File: src/rtl/spi_slave_pkg.sv
// spi_slave_pkg: shared types and constants for the SPI slave register bridge.
// Holds the FSM state enum, frame command codes and the read-miss fill word.
package spi_slave_pkg;

  typedef enum logic [2:0] {
    ST_IDLE,
    ST_CMD,
    ST_ADDR,
    ST_WDATA,
    ST_WREQ,
    ST_RDUMMY,
    ST_RDATA,
    ST_IGNORE
  } spi_slv_state_e;

  localparam logic [7:0]  CMD_WRITE      = 8'h02;
  localparam logic [7:0]  CMD_READ       = 8'h03;
  localparam logic [31:0] RD_ERR_PATTERN = 32'hDEADBEEF;

  localparam int CNT_W = 6;

endpackage

File: src/rtl/spi_slave_sync.sv
// spi_slave_sync: multi-flop synchronizer for one SPI pin plus edge detect.
// Ports: clk_i/rst_ni, d_i async pin; q_o synced level, rise_o/fall_o pulses.
module spi_slave_sync #(
  parameter int   STAGES  = 2,
  parameter logic RST_VAL = 1'b0
) (
  input  logic clk_i,
  input  logic rst_ni,
  input  logic d_i,
  output logic q_o,
  output logic rise_o,
  output logic fall_o
);

  logic [STAGES-1:0] r_sync;
  logic              r_q;

  always_ff @(posedge clk_i or negedge rst_ni) begin
    if (!rst_ni) begin
      r_sync <= {STAGES{RST_VAL}};
      r_q    <= RST_VAL;
    end else begin
      r_sync <= {r_sync[STAGES-2:0], d_i};
      r_q    <= r_sync[STAGES-1];
    end
  end

  assign q_o    = r_sync[STAGES-1];
  assign rise_o = q_o & ~r_q;
  assign fall_o = ~q_o & r_q;

endmodule

File: src/rtl/spi_slave_regif.sv
// spi_slave_regif: mode-0 SPI slave decoding cmd/addr/data frames into a
// single-word register bus. Ports: clk_i, rst_ni; spi_sclk_i, spi_csn_i,
// spi_sdi_i, spi_sdo_o, spi_sdo_oe_o; reg_req_o, reg_we_o, reg_addr_o,
// reg_wdata_o, reg_gnt_i, reg_rvalid_i, reg_rdata_i; err_o error pulse.
module spi_slave_regif
  import spi_slave_pkg::*;
#(
  parameter int ADDR_WIDTH  = 8,
  parameter int DATA_WIDTH  = 32,
  parameter int DUMMY_BITS  = 8,
  parameter int SYNC_STAGES = 2
) (
  input  logic                  clk_i,
  input  logic                  rst_ni,
  input  logic                  spi_sclk_i,
  input  logic                  spi_csn_i,
  input  logic                  spi_sdi_i,
  output logic                  spi_sdo_o,
  output logic                  spi_sdo_oe_o,
  output logic                  reg_req_o,
  output logic                  reg_we_o,
  output logic [ADDR_WIDTH-1:0] reg_addr_o,
  output logic [DATA_WIDTH-1:0] reg_wdata_o,
  input  logic                  reg_gnt_i,
  input  logic                  reg_rvalid_i,
  input  logic [DATA_WIDTH-1:0] reg_rdata_i,
  output logic                  err_o
);

  localparam logic [CNT_W-1:0] LAST_CMD   = CNT_W'(7);
  localparam logic [CNT_W-1:0] LAST_ADDR  = CNT_W'(ADDR_WIDTH - 1);
  localparam logic [CNT_W-1:0] LAST_DATA  = CNT_W'(DATA_WIDTH - 1);
  localparam logic [CNT_W-1:0] LAST_DUMMY = CNT_W'(DUMMY_BITS - 1);

  localparam logic [DATA_WIDTH-1:0] ERR_WORD = DATA_WIDTH'(RD_ERR_PATTERN);

  logic w_sclk_lvl;
  logic w_sclk_rise;
  logic w_sclk_fall;
  logic w_csn;
  logic w_csn_rise;
  logic w_csn_fall;
  logic w_sdi;
  logic w_sdi_rise;
  logic w_sdi_fall;
  logic w_unused;

  spi_slave_sync #(
    .STAGES (SYNC_STAGES),
    .RST_VAL(1'b0)
  ) u_sync_sclk (
    .clk_i (clk_i),
    .rst_ni(rst_ni),
    .d_i   (spi_sclk_i),
    .q_o   (w_sclk_lvl),
    .rise_o(w_sclk_rise),
    .fall_o(w_sclk_fall)
  );

  // csn idles high, so its flops reset high to avoid a fake frame start.
  spi_slave_sync #(
    .STAGES (SYNC_STAGES),
    .RST_VAL(1'b1)
  ) u_sync_csn (
    .clk_i (clk_i),
    .rst_ni(rst_ni),
    .d_i   (spi_csn_i),
    .q_o   (w_csn),
    .rise_o(w_csn_rise),
    .fall_o(w_csn_fall)
  );

  spi_slave_sync #(
    .STAGES (SYNC_STAGES),
    .RST_VAL(1'b0)
  ) u_sync_sdi (
    .clk_i (clk_i),
    .rst_ni(rst_ni),
    .d_i   (spi_sdi_i),
    .q_o   (w_sdi),
    .rise_o(w_sdi_rise),
    .fall_o(w_sdi_fall)
  );

  assign w_unused = ^{w_sclk_lvl, w_csn_fall, w_sdi_rise, w_sdi_fall};

  spi_slv_state_e r_state;
  spi_slv_state_e w_state_nx;

  logic [CNT_W-1:0]      r_cnt;
  logic [DATA_WIDTH-2:0] r_sh;
  logic [DATA_WIDTH-1:0] w_sh_nx;
  logic [7:0]            w_cmd;
  logic                  r_rd;

  logic                  r_req;
  logic                  r_we;
  logic [ADDR_WIDTH-1:0] r_addr;
  logic [DATA_WIDTH-1:0] r_wdata;

  logic                  r_pend;
  logic                  r_stale;
  logic                  r_rvld;
  logic [DATA_WIDTH-1:0] r_rdata;

  logic [DATA_WIDTH-1:0] r_sdo_sh;
  logic                  r_sdo;
  logic                  r_oe;
  logic                  r_err;

  logic w_err;
  logic w_lat_cmd;
  logic w_lat_addr;
  logic w_issue_wr;
  logic w_issue_rd;
  logic w_load_sdo;
  logic w_kill_rd;
  logic w_rv_take;

  assign w_sh_nx = {r_sh, w_sdi};
  assign w_cmd   = w_sh_nx[7:0];

  always_comb begin
    w_state_nx = r_state;
    w_err      = 1'b0;
    w_lat_cmd  = 1'b0;
    w_lat_addr = 1'b0;
    w_issue_wr = 1'b0;
    w_issue_rd = 1'b0;
    w_load_sdo = 1'b0;
    w_kill_rd  = 1'b0;
    unique case (r_state)
      ST_IDLE: begin
        // Level-based start lets a frame wait here for a pending grant.
        if (!w_csn && !r_req) begin
          w_state_nx = ST_CMD;
        end
      end
      ST_CMD: begin
        if (w_csn_rise) begin
          w_state_nx = ST_IDLE;
          w_err      = 1'b1;
        end else if (w_sclk_rise && r_cnt == LAST_CMD) begin
          w_lat_cmd = 1'b1;
          if (w_cmd == CMD_WRITE || w_cmd == CMD_READ) begin
            w_state_nx = ST_ADDR;
          end else begin
            w_state_nx = ST_IGNORE;
            w_err      = 1'b1;
          end
        end
      end
      ST_ADDR: begin
        if (w_csn_rise) begin
          w_state_nx = ST_IDLE;
          w_err      = 1'b1;
        end else if (w_sclk_rise && r_cnt == LAST_ADDR) begin
          w_lat_addr = 1'b1;
          if (r_rd) begin
            w_issue_rd = 1'b1;
            w_state_nx = ST_RDUMMY;
          end else begin
            w_state_nx = ST_WDATA;
          end
        end
      end
      ST_WDATA: begin
        if (w_csn_rise) begin
          w_state_nx = ST_IDLE;
          w_err      = 1'b1;
        end else if (w_sclk_rise && r_cnt == LAST_DATA) begin
          w_issue_wr = 1'b1;
          w_state_nx = ST_WREQ;
        end
      end
      ST_WREQ: begin
        if (reg_gnt_i) begin
          w_state_nx = w_csn ? ST_IDLE : ST_IGNORE;
        end
      end
      ST_RDUMMY: begin
        if (w_csn_rise) begin
          w_state_nx = ST_IDLE;
          w_err      = 1'b1;
          w_kill_rd  = 1'b1;
        end else if (w_sclk_rise && r_cnt == LAST_DUMMY) begin
          w_load_sdo = 1'b1;
          w_state_nx = ST_RDATA;
          if (!r_rvld) begin
            w_err     = 1'b1;
            w_kill_rd = 1'b1;
          end
        end
      end
      ST_RDATA: begin
        if (w_csn_rise) begin
          w_state_nx = ST_IDLE;
          w_err      = 1'b1;
        end else if (w_sclk_rise && r_cnt == LAST_DATA) begin
          w_state_nx = ST_IGNORE;
        end
      end
      ST_IGNORE: begin
        if (w_csn) begin
          w_state_nx = ST_IDLE;
        end
      end
      default: w_state_nx = ST_IDLE;
    endcase
  end

  always_ff @(posedge clk_i or negedge rst_ni) begin
    if (!rst_ni) begin
      r_state <= ST_IDLE;
      r_cnt   <= '0;
    end else begin
      r_state <= w_state_nx;
      if (w_state_nx != r_state) begin
        r_cnt <= '0;
      end else if (w_sclk_rise && r_cnt != '1) begin
        r_cnt <= r_cnt + CNT_W'(1);
      end
    end
  end

  // A response arriving while an older abandoned read is still owed
  // belongs to that older read and is dropped.
  assign w_rv_take = reg_rvalid_i && !r_stale && r_pend;

  always_ff @(posedge clk_i or negedge rst_ni) begin
    if (!rst_ni) begin
      r_sh    <= '0;
      r_rd    <= 1'b0;
      r_req   <= 1'b0;
      r_we    <= 1'b0;
      r_addr  <= '0;
      r_wdata <= '0;
      r_pend  <= 1'b0;
      r_stale <= 1'b0;
      r_rvld  <= 1'b0;
      r_rdata <= '0;
    end else begin
      if (w_sclk_rise) begin
        r_sh <= w_sh_nx[DATA_WIDTH-2:0];
      end
      if (w_lat_cmd) begin
        r_rd <= (w_cmd == CMD_READ);
      end
      if (w_lat_addr) begin
        r_addr <= w_sh_nx[ADDR_WIDTH-1:0];
      end
      if (r_req && reg_gnt_i) begin
        r_req <= 1'b0;
      end
      if (w_issue_wr) begin
        r_req   <= 1'b1;
        r_we    <= 1'b1;
        r_wdata <= w_sh_nx;
      end
      if (w_issue_rd) begin
        r_req  <= 1'b1;
        r_we   <= 1'b0;
        r_pend <= 1'b1;
        r_rvld <= 1'b0;
      end
      if (reg_rvalid_i) begin
        if (r_stale) begin
          r_stale <= 1'b0;
        end else if (r_pend) begin
          r_rdata <= reg_rdata_i;
          r_rvld  <= 1'b1;
          r_pend  <= 1'b0;
        end
      end
      if (w_kill_rd && r_pend && !w_rv_take) begin
        r_stale <= 1'b1;
        r_pend  <= 1'b0;
      end
    end
  end

  always_ff @(posedge clk_i or negedge rst_ni) begin
    if (!rst_ni) begin
      r_sdo_sh <= '0;
      r_sdo    <= 1'b0;
      r_oe     <= 1'b0;
      r_err    <= 1'b0;
    end else begin
      if (w_load_sdo) begin
        r_sdo_sh <= r_rvld ? r_rdata : ERR_WORD;
      end else if (r_state == ST_RDATA && w_sclk_fall) begin
        r_sdo_sh <= {r_sdo_sh[DATA_WIDTH-2:0], 1'b0};
      end
      r_oe <= (w_state_nx == ST_RDATA);
      if (w_state_nx != ST_RDATA) begin
        r_sdo <= 1'b0;
      end else if (r_state == ST_RDATA && w_sclk_fall) begin
        r_sdo <= r_sdo_sh[DATA_WIDTH-1];
      end
      r_err <= w_err;
    end
  end

  assign spi_sdo_o    = r_sdo;
  assign spi_sdo_oe_o = r_oe;
  assign reg_req_o    = r_req;
  assign reg_we_o     = r_we;
  assign reg_addr_o   = r_addr;
  assign reg_wdata_o  = r_wdata;
  assign err_o        = r_err;

endmodule

File: config.mk
export PLATFORM = sky130hd
export DESIGN_NAME = spi_slave_regif
export DESIGN_NICKNAME = d
export VERILOG_FILES = /design/src/rtl/spi_slave_pkg.sv /design/src/rtl/spi_slave_sync.sv /design/src/rtl/spi_slave_regif.sv
export SDC_FILE = /design/constraint.sdc
export NUM_CORES = 1
export LEC_CHECK = 0
export ABC_AREA = 1
export BUFFER_PORTS_ARGS = -buffer_cell sky130_fd_sc_hd__buf_2
export CAP_MARGIN = 20
export CELL_PAD_IN_SITES_DETAIL_PLACEMENT = 0
export CELL_PAD_IN_SITES_GLOBAL_PLACEMENT = 1
export CORE_MARGIN = 3
export CORE_UTILIZATION = 48
export CTS_CLUSTER_SIZE = 8
export DETAILED_ROUTE_END_ITERATION = 8
export HOLD_SLACK_MARGIN = 0.08
export MAX_ROUTING_LAYER = met4
export PLACE_DENSITY = 0.83
export SYNTH_ARGS = -nofsm -noshare
export SYNTH_HDL_FRONTEND = slang
export SYNTH_SLANG_ARGS = --single-unit
export TNS_END_PERCENT = 100
File: constraint.sdc
create_clock -name clk_i -period 2.9 [get_ports clk_i]
set_clock_uncertainty 0.1 [all_clocks]
set_input_delay 0.145 -clock clk_i [delete_from_list [all_inputs] [get_ports clk_i]]
set_output_delay 0.145 -clock clk_i [all_outputs]
set_load 0.005 [all_outputs]
# [Yosys cells after proc, flatten, opt, wreduce, memory -nomap -nowiden]
# Index checks and enable logic that the tools add are counted.
[classes] mux=61 bitwise=7 reduce_logical=24 addsub=1 n_eq_ne=15
[op_table] op="two-way mux 32 bit" count=3
[op_table] op="two-way mux 3 bit" count=16
[op_table] op="two-way mux 1 bit" count=38
[op_table] op="case mux 3 bit (8 select lines)" count=1
[op_table] op="== test 8 x 2 -> 1 bit (second input constant)" count=2
[op_table] op="== test 3 bit (second input constant)" count=5
[op_table] op="two-way mux 6 bit" count=2
[op_table] op="logical AND 1 bit" count=10
[op_table] op="nonzero test 2 bit" count=5
[op_table] op="adder 6 x 1 -> 6 bit (second input constant)" count=1
[op_table] op="== test 3 x 2 -> 1 bit (second input constant)" count=2
[op_table] op="== test 6 x 3 -> 1 bit (second input constant)" count=1
[op_table] op="== test 6 x 5 -> 1 bit (second input constant)" count=1
[op_table] op="!= test 6 bit (second input constant)" count=1
[op_table] op="logical NOT 1 bit" count=4
[op_table] op="NOT 1 bit" count=4
[op_table] op="bitwise AND 1 bit" count=3
[op_table] op="== test 3 x 1 -> 1 bit (second input constant)" count=1
[op_table] op="logical NOT 3 bit" count=1
[op_table] op="!= test 3 bit" count=1
[op_table] op="!= test 3 bit (second input constant)" count=1
[op_table] op="case mux 1 bit (3 select lines)" count=1
[op_table] op="AND reduction 3 bit" count=1
[op_table] op="nonzero test 3 bit" count=1
[op_table] op="other kinds (2)" count=2
[word_totals] output_inout_bits=45 inputBits=39 elab_cells=129 regBits=161

# [Longest topological paths before layout]
# Gate-level depths: netlist of run 1.
[depth] ltp_word=11 mapped_depth=15

# [Hierarchy]
# A second synthesis of run 1 with hierarchy kept.
[unflattened] cells_unflattened=726 hier_area_um2=6657.6
[by_module_without_submodules] module="spi_slave_regif" area_each_um2=6383.6 n_inst=1 cells_per_inst=705
[by_module_without_submodules] module="spi_slave_sync at u_sync_sclk ..." area_each_um2=90.1 n_inst=2 cells_per_inst=7
[by_module_without_submodules] module="spi_slave_sync at u_sync_csn" area_each_um2=93.8 n_inst=1 cells_per_inst=7

# [Worst setup path before layout of run 1]
# OpenSTA, ideal clock, no wires.
[synth_timing] path_type="reg-to-reg" startpoint="reg r_cnt[0]" endpoint="reg r_wdata[23] (netlist: reg_wdata_o[23])" stages_incl_launch_ff=10 t_required_ns=2.669 setup_time_ns=0.131 slack_ns=1.175 arrival_ns=1.494 path_cell_list="dfrtp_1 ha_1 nand2_1 nor2_1 nand2_1 nor2_1 inv_2 clkbuf_1 nand2_1 o21ai_0"
[synth_between] elab_chain_cells=5
[synth_rtl] item="start, declared" line_no="spi_slave_regif.sv:90" source="logic [CNT_W-1:0] r_cnt;"
[synth_rtl] item="start signal, assigned" line_no="spi_slave_regif.sv:221" source="r_cnt <= r_cnt + CNT_W'(1);"
[synth_rtl] item="== test 6 x 5 -> 1 bit" line_no="spi_slave_regif.sv:171" source="end else if (w_sclk_rise && r_cnt == LAST_DATA) begin"
[synth_rtl] item="logical AND 1 bit" line_no="spi_slave_regif.sv:171"
[synth_rtl] item="two-way mux 1 bit" line_no="spi_slave_regif.sv:171"
[synth_rtl] item="two-way mux 1 bit" line_no="spi_slave_regif.sv:168" source="if (w_csn_rise) begin"
[synth_rtl] item="two-way mux 1 bit" line_no="spi_slave_regif.sv:132" source="unique case (r_state)"
[synth_rtl] item="end signal, assigned" line_no="spi_slave_regif.sv:258" source="r_wdata <= w_sh_nx;"
[synth_rtl] item="end, declared" line_no="spi_slave_regif.sv:99" source="logic [DATA_WIDTH-1:0] r_wdata;"
# No other way between the ends.
# A chain may end at the register's enable or synchronous reset.

# [Final worst setup path of run 1]
[layout_timing] startpoint="reg r_state[0]" endpoint="reg r_sdo_sh[13]"
[layout_between] elab_chain_cells=3 word_cells_on_any_way=6 cone_classes="eq/ne (2); mux (2); reduce/logical (2)"
[layout_rtl] item="start, declared" line_no="spi_slave_regif.sv:87" source="spi_slv_state_e r_state;"
[layout_rtl] item="start signal, assigned" line_no="spi_slave_regif.sv:217" source="r_state <= w_state_nx;"
[layout_rtl] item="== test 3 bit (on tied branches)" line_no="spi_slave_regif.sv:132, spi_slave_regif.sv:291"
[layout_rtl] item="two-way mux 1 bit or logical AND 1 bit (tied branches)" line_no="spi_slave_regif.sv:132, spi_slave_regif.sv:291"
[layout_rtl] item="two-way mux 32 bit or nonzero test 2 bit (tied branches)"
[layout_rtl] item="end signal, assigned" line_no="spi_slave_regif.sv:290" source="r_sdo_sh <= r_rvld ? r_rdata : ERR_WORD;"
[layout_rtl] item="end signal, assigned" line_no="spi_slave_regif.sv:292" source="r_sdo_sh <= {r_sdo_sh[DATA_WIDTH-2:0], 1'b0};"
[layout_rtl] item="end, declared" line_no="spi_slave_regif.sv:106" source="logic [DATA_WIDTH-1:0] r_sdo_sh;"
# Several ways; a longest one is shown, not always the timed one.

==> results of run 1 <==
registers in the layout, indices dropped and copies added, names as in the netlist, 2 cells and up:
name                flops
r_cnt                   6
r_rdata                32
r_sdo_sh               32
r_sh                   31
r_state                 3
reg_addr_o              8
reg_wdata_o            32
u_sync_csn.r_sync       2
u_sync_sclk.r_sync      2
u_sync_sdi.r_sync       2
through the flow:
stage          std cells  total power (µW)  cell area [µm²]  hold slack (ns)  setup WS [ns]
2_1_floorplan        657              2600             6620           -0.251           1.18
3_3_place_gp         892              2740             7190            0.126          0.492
3_5_place_dp         893              2750             7210            0.143          0.543
4_1_cts              963              5010             8180            0.248          0.521
5_1_grt              963              5180             8180            0.265          0.218
6_report             963              4940             8180            0.242          0.509
cell type report:
type / count / area, µm² / share of cell area
Tap cell: 176 / 220 / 0.0269
Timing Repair Buffer: 128 / 887 / 0.109
Sequential cell: 161 / 4030 / 0.493
Multi-Input combinational cell: 370 / 2090 / 0.255
Inverter: 96 / 360 / 0.0441
Clock buffer: 20 / 457 / 0.0559
Clock inverter: 12 / 130 / 0.0159
worst reg2reg max path, cell delays in order (launching register included):
cell	delay, ns
dfrtp_1	0.45
inv_2	0.15
nand2_1	0.11
nor2_1	0.17
inv_2	0.07
nor3_1	0.19
inv_2	0.27
o21ai_2	0.37
buf_8	0.24
o221ai_1	0.13
per-layer routing:
layer | wire (µm) | vias to the layer above | GRT usage | share of wire
met3 | 828 | 16 | 0.0727 | 0.059
met1 | 6270 | 2386 | 0.263 | 0.45
met4 | 165 | 0 | 0.0567 | 0.012
li1 | - | 2403 | - | -
met2 | 6770 | 109 | 0.324 | 0.48
met5 | 0 | - | - | 0
power by group through the flow:
stage	logic, µW	clock network [µW]	registers [µW]
6_report	372	2200	2370
3_5_place_dp	342	0	2410
5_1_grt	435	2360	2380
2_1_floorplan	208	0	2400
3_3_place_gp	338	0	2410
4_1_cts	382	2260	2370
what timing repair did:
action / in CTS / in global routing
hold buffers: 38 / 0
endpoints found under the setup margin: 0 / 0
endpoints found under the hold margin: 118 / 0
buffers inserted: 0 / 0
synthesized netlist by cell type:
cell type    n  area share
mux2_2      32       0.054
nand2_1    116       0.066
nor2_1      32       0.018
o21ai_1      4      0.0030
buf_2        6      0.0045
inv_2        9      0.0051
nor3_1       3      0.0023
nor2_4       4      0.0068
dfstp_2      3       0.012
buf_4        3      0.0034
nand3b_1     1      0.0011
a21oi_1      2      0.0015
clkbuf_1    20       0.011
nand3_1     24       0.018
nand2_2      1     0.00095
ha_1         1      0.0019
o211a_1      1      0.0015
a211oi_1     1      0.0011
o221ai_1    31       0.041
nor3b_1      1      0.0011
o211ai_1     3      0.0034
nand4_1      5      0.0047
mux2i_1      1      0.0015
nand3_2      3      0.0045
nor2_2       1     0.00095
o21ai_2      1      0.0013
dfrtp_1    158        0.60
buf_6        1      0.0017
inv_1       87       0.049
xor2_1       4      0.0053
o21ai_0     98       0.074
worst paths after layout:
path	end	start	cells after the start	slack (ns)
setup reg to reg	r_sdo_sh[13]	r_state[0]	9	0.51
setup / recovery	r_sdo_sh[13]	r_state[0]	9	0.51
min in group clk_i	u_sync_sdi.r_sync[1]	u_sync_sdi.r_sync[0]	0	0.25
max in group asynchronous	u_sync_csn.r_sync[0]	rst_ni	3	1.65
hold reg to reg	u_sync_sdi.r_sync[1]	u_sync_sdi.r_sync[0]	0	0.25
hold / removal	reg_req_o	rst_ni	2	0.24
logic make-up after synthesis:
logic type,share of synthesized area
xor gates and xnor gates,0.00530
adders and majority gates,0.00189
and+or+nand+nor,0.125
AOI/OAI and AO/OA,0.127
DFF,0.610
buffers and inverters,0.0755
muxes,0.0560
==> flow_summary.toml, run 1 <==
[routing]
first_iter_violations = 323
vias = 4914
post-route-drc-count = 0
detail-route-antenna-nets = 0
viasPerCell = 5.10
wl_per_cell_um = 14.6
firstDrtPassIters = 5
wirelength_um = 14000

[synthesis]
syn_nets = 697
ys_ff_latch = 161
yosysSeqAreaShare = 0.610
synthesis.area_um2 = 6620
ys_types = 31
ys_warn_count = 0
synth_cells = 657
avgSynthCellArea_um2 = 10.1

[timing]
rsz0062_at_grt = "no"
max_freq_ghz = 0.418
drv_slew = 0
max-slew-margin-rel = 0.503
timing_worst_slew_pin_value_ns = 0.745
setup_viol = 0
period_needed_ns = 2.39
finalHoldViolCount = 0
finalCritPeriodShare = 0.824
finalSetupTns_ns = 0

[clock_tree]
cts_resized = 0
cts_tree = "yes"
cts.htree.levels = 4
clockBufferDepth = 2
cts.sinks = 161
clkTransAtPathRegs_ns = 0.06
cts_root_buffer = "clkbuf_16"
cts-buffers-inserted = 17
clk_latency_ns = 0.43

[worst_setup_path]
cpPeakStageDelay_ns = 0.45
cp.required_ns = 3.07
path_cells = "inv_2, nand2_1, nor2_1, inv_2, nor3_1, inv_2, o21ai_2, buf_8, o221ai_1"
crit_path_top_delay_cell = "dfrtp_1"
cp_top_family = "buffers and inverters"
cp_max_fo = 34
crit_buf_inv = 4
start_kind = "flop"
arrival_ns = 2.56
critPathKind = "reg -> reg"
cp-end-kind = "flop"
cp_common_cell = "inv_2"

[outcome]
status = "complete, no violations"

[placed_design]
post-dp-hpwl_um = 9280
routabilityCongestion = 0.867
portBuffers = 83

[floorplanning]
initial_core_util = 0.496
dieWidth_um = 123
rows = 42
num_io_pins = 84
dieArea_um2 = 15200
core_area_um2 = 13300
die_h_um = 123

[finish]
syn2layout_area_growth_pct = 23.6
final_common_cell = "dfrtp_1"
final_nets = 814
n_fill_cell = 1137
num_antenna_cells = 0
layout-drive-gt1-share = 0.225
final_util = 0.612
layout.cells.most_common_list = "dfrtp_1 (158), nand2_1 (115), o21ai_0 (98)"

[pwr]
swShare = 0.237
p_int_uw = 3770
power_frac_seq = 0.480
combPwrFrac = 0.075
clkPwrFrac = 0.445
ir_drop_uv = 481
power_density_nw_per_um2 = 604
p_leak_uw = 0.00401
netSwitchingPower_uw = 1170

[job]
maxCapViolations = 0

[global_routing]
first_global_vias = 4991
antenna_found_initial = 0
grt_max_degree = 82
grt-ovfl-total = 0
gr-usage-all-layers = 0.209
grt_pass1_wl_um = 23900

[min_path]
hold_class = "in -> async"
Power figures use the tool's default switching activity.
==> inputs of run 2 (changes only) <==
- CORE_UTILIZATION: 48 -> 40
- PLACE_DENSITY: 0.83 -> 0.74
- clock period: 2.9 -> 2.1 ns (I/O delays scaled with it)
==> flow_summary.toml, run 2 (same netlist as run 1, synthesis figures left out) <==
[placed_design]
portBuffers = 83
post-dp-hpwl_um = 9510
routabilityCongestion = 0.801
post-place-cells = 941

[timing]
finalCritPeriodShare = 0.923
finalHoldViolCount = 0
finalSetupTns_ns = 0
drv_slew = 0
period_needed_ns = 1.94
setup_viol = 0
max_freq_ghz = 0.516
timing_worst_slew_pin_value_ns = 0.763
max-slew-margin-rel = 0.490

[clock_tree]
cts-buffers-inserted = 17
cts.sinks = 161
cts.htree.levels = 4
clkTransAtPathRegs_ns = 0.06
cts_root_buffer = "clkbuf_16"
clk_latency_ns = 0.42
clockBufferDepth = 2
cts_tree = "yes"

[finish]
layout-drive-gt1-share = 0.252
layout.cells.non_filler = 1011
layout.cells.most_common_list = "dfrtp_1 (157), nand2_1 (113), o21ai_0 (98)"
final_common_cell = "dfrtp_1"
n_fill_cell = 1460
syn2layout_area_growth_pct = 27.3
num_antenna_cells = 0
multi_input_area_um2 = 2150
final_nets = 823
regArea_um2 = 4030

[job]
maxCapViolations = 0

[routing]
detail-route-antenna-nets = 0
wl_per_cell_um = 14.4
vias = 4903
wirelength_um = 14600
post-route-drc-count = 0
firstDrtPassIters = 4
viasPerCell = 4.85
first_iter_violations = 280

[min_path]
hold_class = "in -> async"

[global_routing]
grt_pass1_wl_um = 24700
grt-ovfl-total = 0
antenna_found_initial = 0
gr-usage-all-layers = 0.175
grt_max_degree = 65
first_global_vias = 4943

[floorplanning]
dieWidth_um = 135
num_io_pins = 84
rows = 46
initial_core_util = 0.412
die_h_um = 135
dieArea_um2 = 18100
core_area_um2 = 16100

[pwr]
p_leak_uw = 0.00407
ir_drop_uv = 632
p_total_uw = 7020
power_density_nw_per_um2 = 833

[worst_setup_path]
cp.required_ns = 2.29
cp_max_fo = 8
arrival_ns = 2.13
critPathKind = "reg -> reg"
start_kind = "flop"
cp_top_family = "simple AND/OR/NAND/NOR gates"
cpPeakStageDelay_ns = 0.55
path_cells = "inv_2, nor2_4, inv_2, nand3_2, nand2_1, nand2_1, nand2_2, inv_2, nand3_2, nand2_1, nand2_1, nand3_4, nor2_1"
crit_buf_inv = 3
cp-end-kind = "flop"
cp_common_cell = "nand2_1"
crit_path_top_delay_cell = "dfstp_2"

[outcome]
status = "complete, no violations"
run 2: cell count changes in the layout (fill, tap and decap cells not counted), moves of 4 or more:
cell    change
nor2_2      +6
nor2_1      -6
buf_12      +4
buf_4       +6
run 2: what timing repair did:
item	4_1_cts	5_1_grt
hold endpoints to repair	196	0
hold buffers	38	0
resized for setup	1	16
setup endpoints to repair	32	61
buffers inserted	0	1
run 2: report_power, final:
part	internal [µW]	total (µW)	switching, µW	leakage (µW)
logic	222	560	338	0.00158
clock network	1930	3170	1240	0.000288
registers	3200	3290	85.0	0.00221
run 2: final cells by class:
class / count / area share
flip-flops and latches: 161 / 0.479
multi-input cells: 370 / 0.255
well taps: 216 / 0.0321
clock inverters: 12 / 0.0186
clock buffers: 19 / 0.0538
inverters: 96 / 0.0428
repair buffers: 137 / 0.118
run 2: routing by layer:
layer | vias up | global-route usage | share of wire
met5 | - | - | 0
met4 | 0 | 0.0481 | 0.0088
met3 | 9 | 0.0473 | 0.049
met2 | 103 | 0.270 | 0.47
met1 | 2382 | 0.231 | 0.47
li1 | 2409 | - | -
run 2: path summary, 6_finish.rpt:
check	start	to	slack, ns	cells past startpoint
setup / recovery	u_sync_csn.r_sync[1]	r_cnt[4]	0.16	13
hold / removal	rst_ni	r_rdata[5]	0.13	2
setup reg to reg	u_sync_csn.r_sync[1]	r_cnt[4]	0.16	13
hold reg to reg	u_sync_sclk.r_sync[0]	u_sync_sclk.r_sync[1]	0.25	0
max in group asynchronous	rst_ni	u_sync_sdi.r_sync[1]	1.06	3
min in group clk_i	spi_sclk_i	u_sync_sclk.r_sync[0]	0.23	2
run 2: through the flow:
stage	setup slack, ns	utilization	hold slack [ns]	instance area, µm²
6_report	0.161	0.524	0.125	8420
5_1_grt	-0.00717	0.524	0.168	8420
4_1_cts	0.0174	0.520	0.139	8360
3_5_place_dp	-0.0409	0.458	0.0133	7360
3_3_place_gp	-0.0837	0.458	0.00186	7360
2_1_floorplan	0.375	-	-0.291	6620
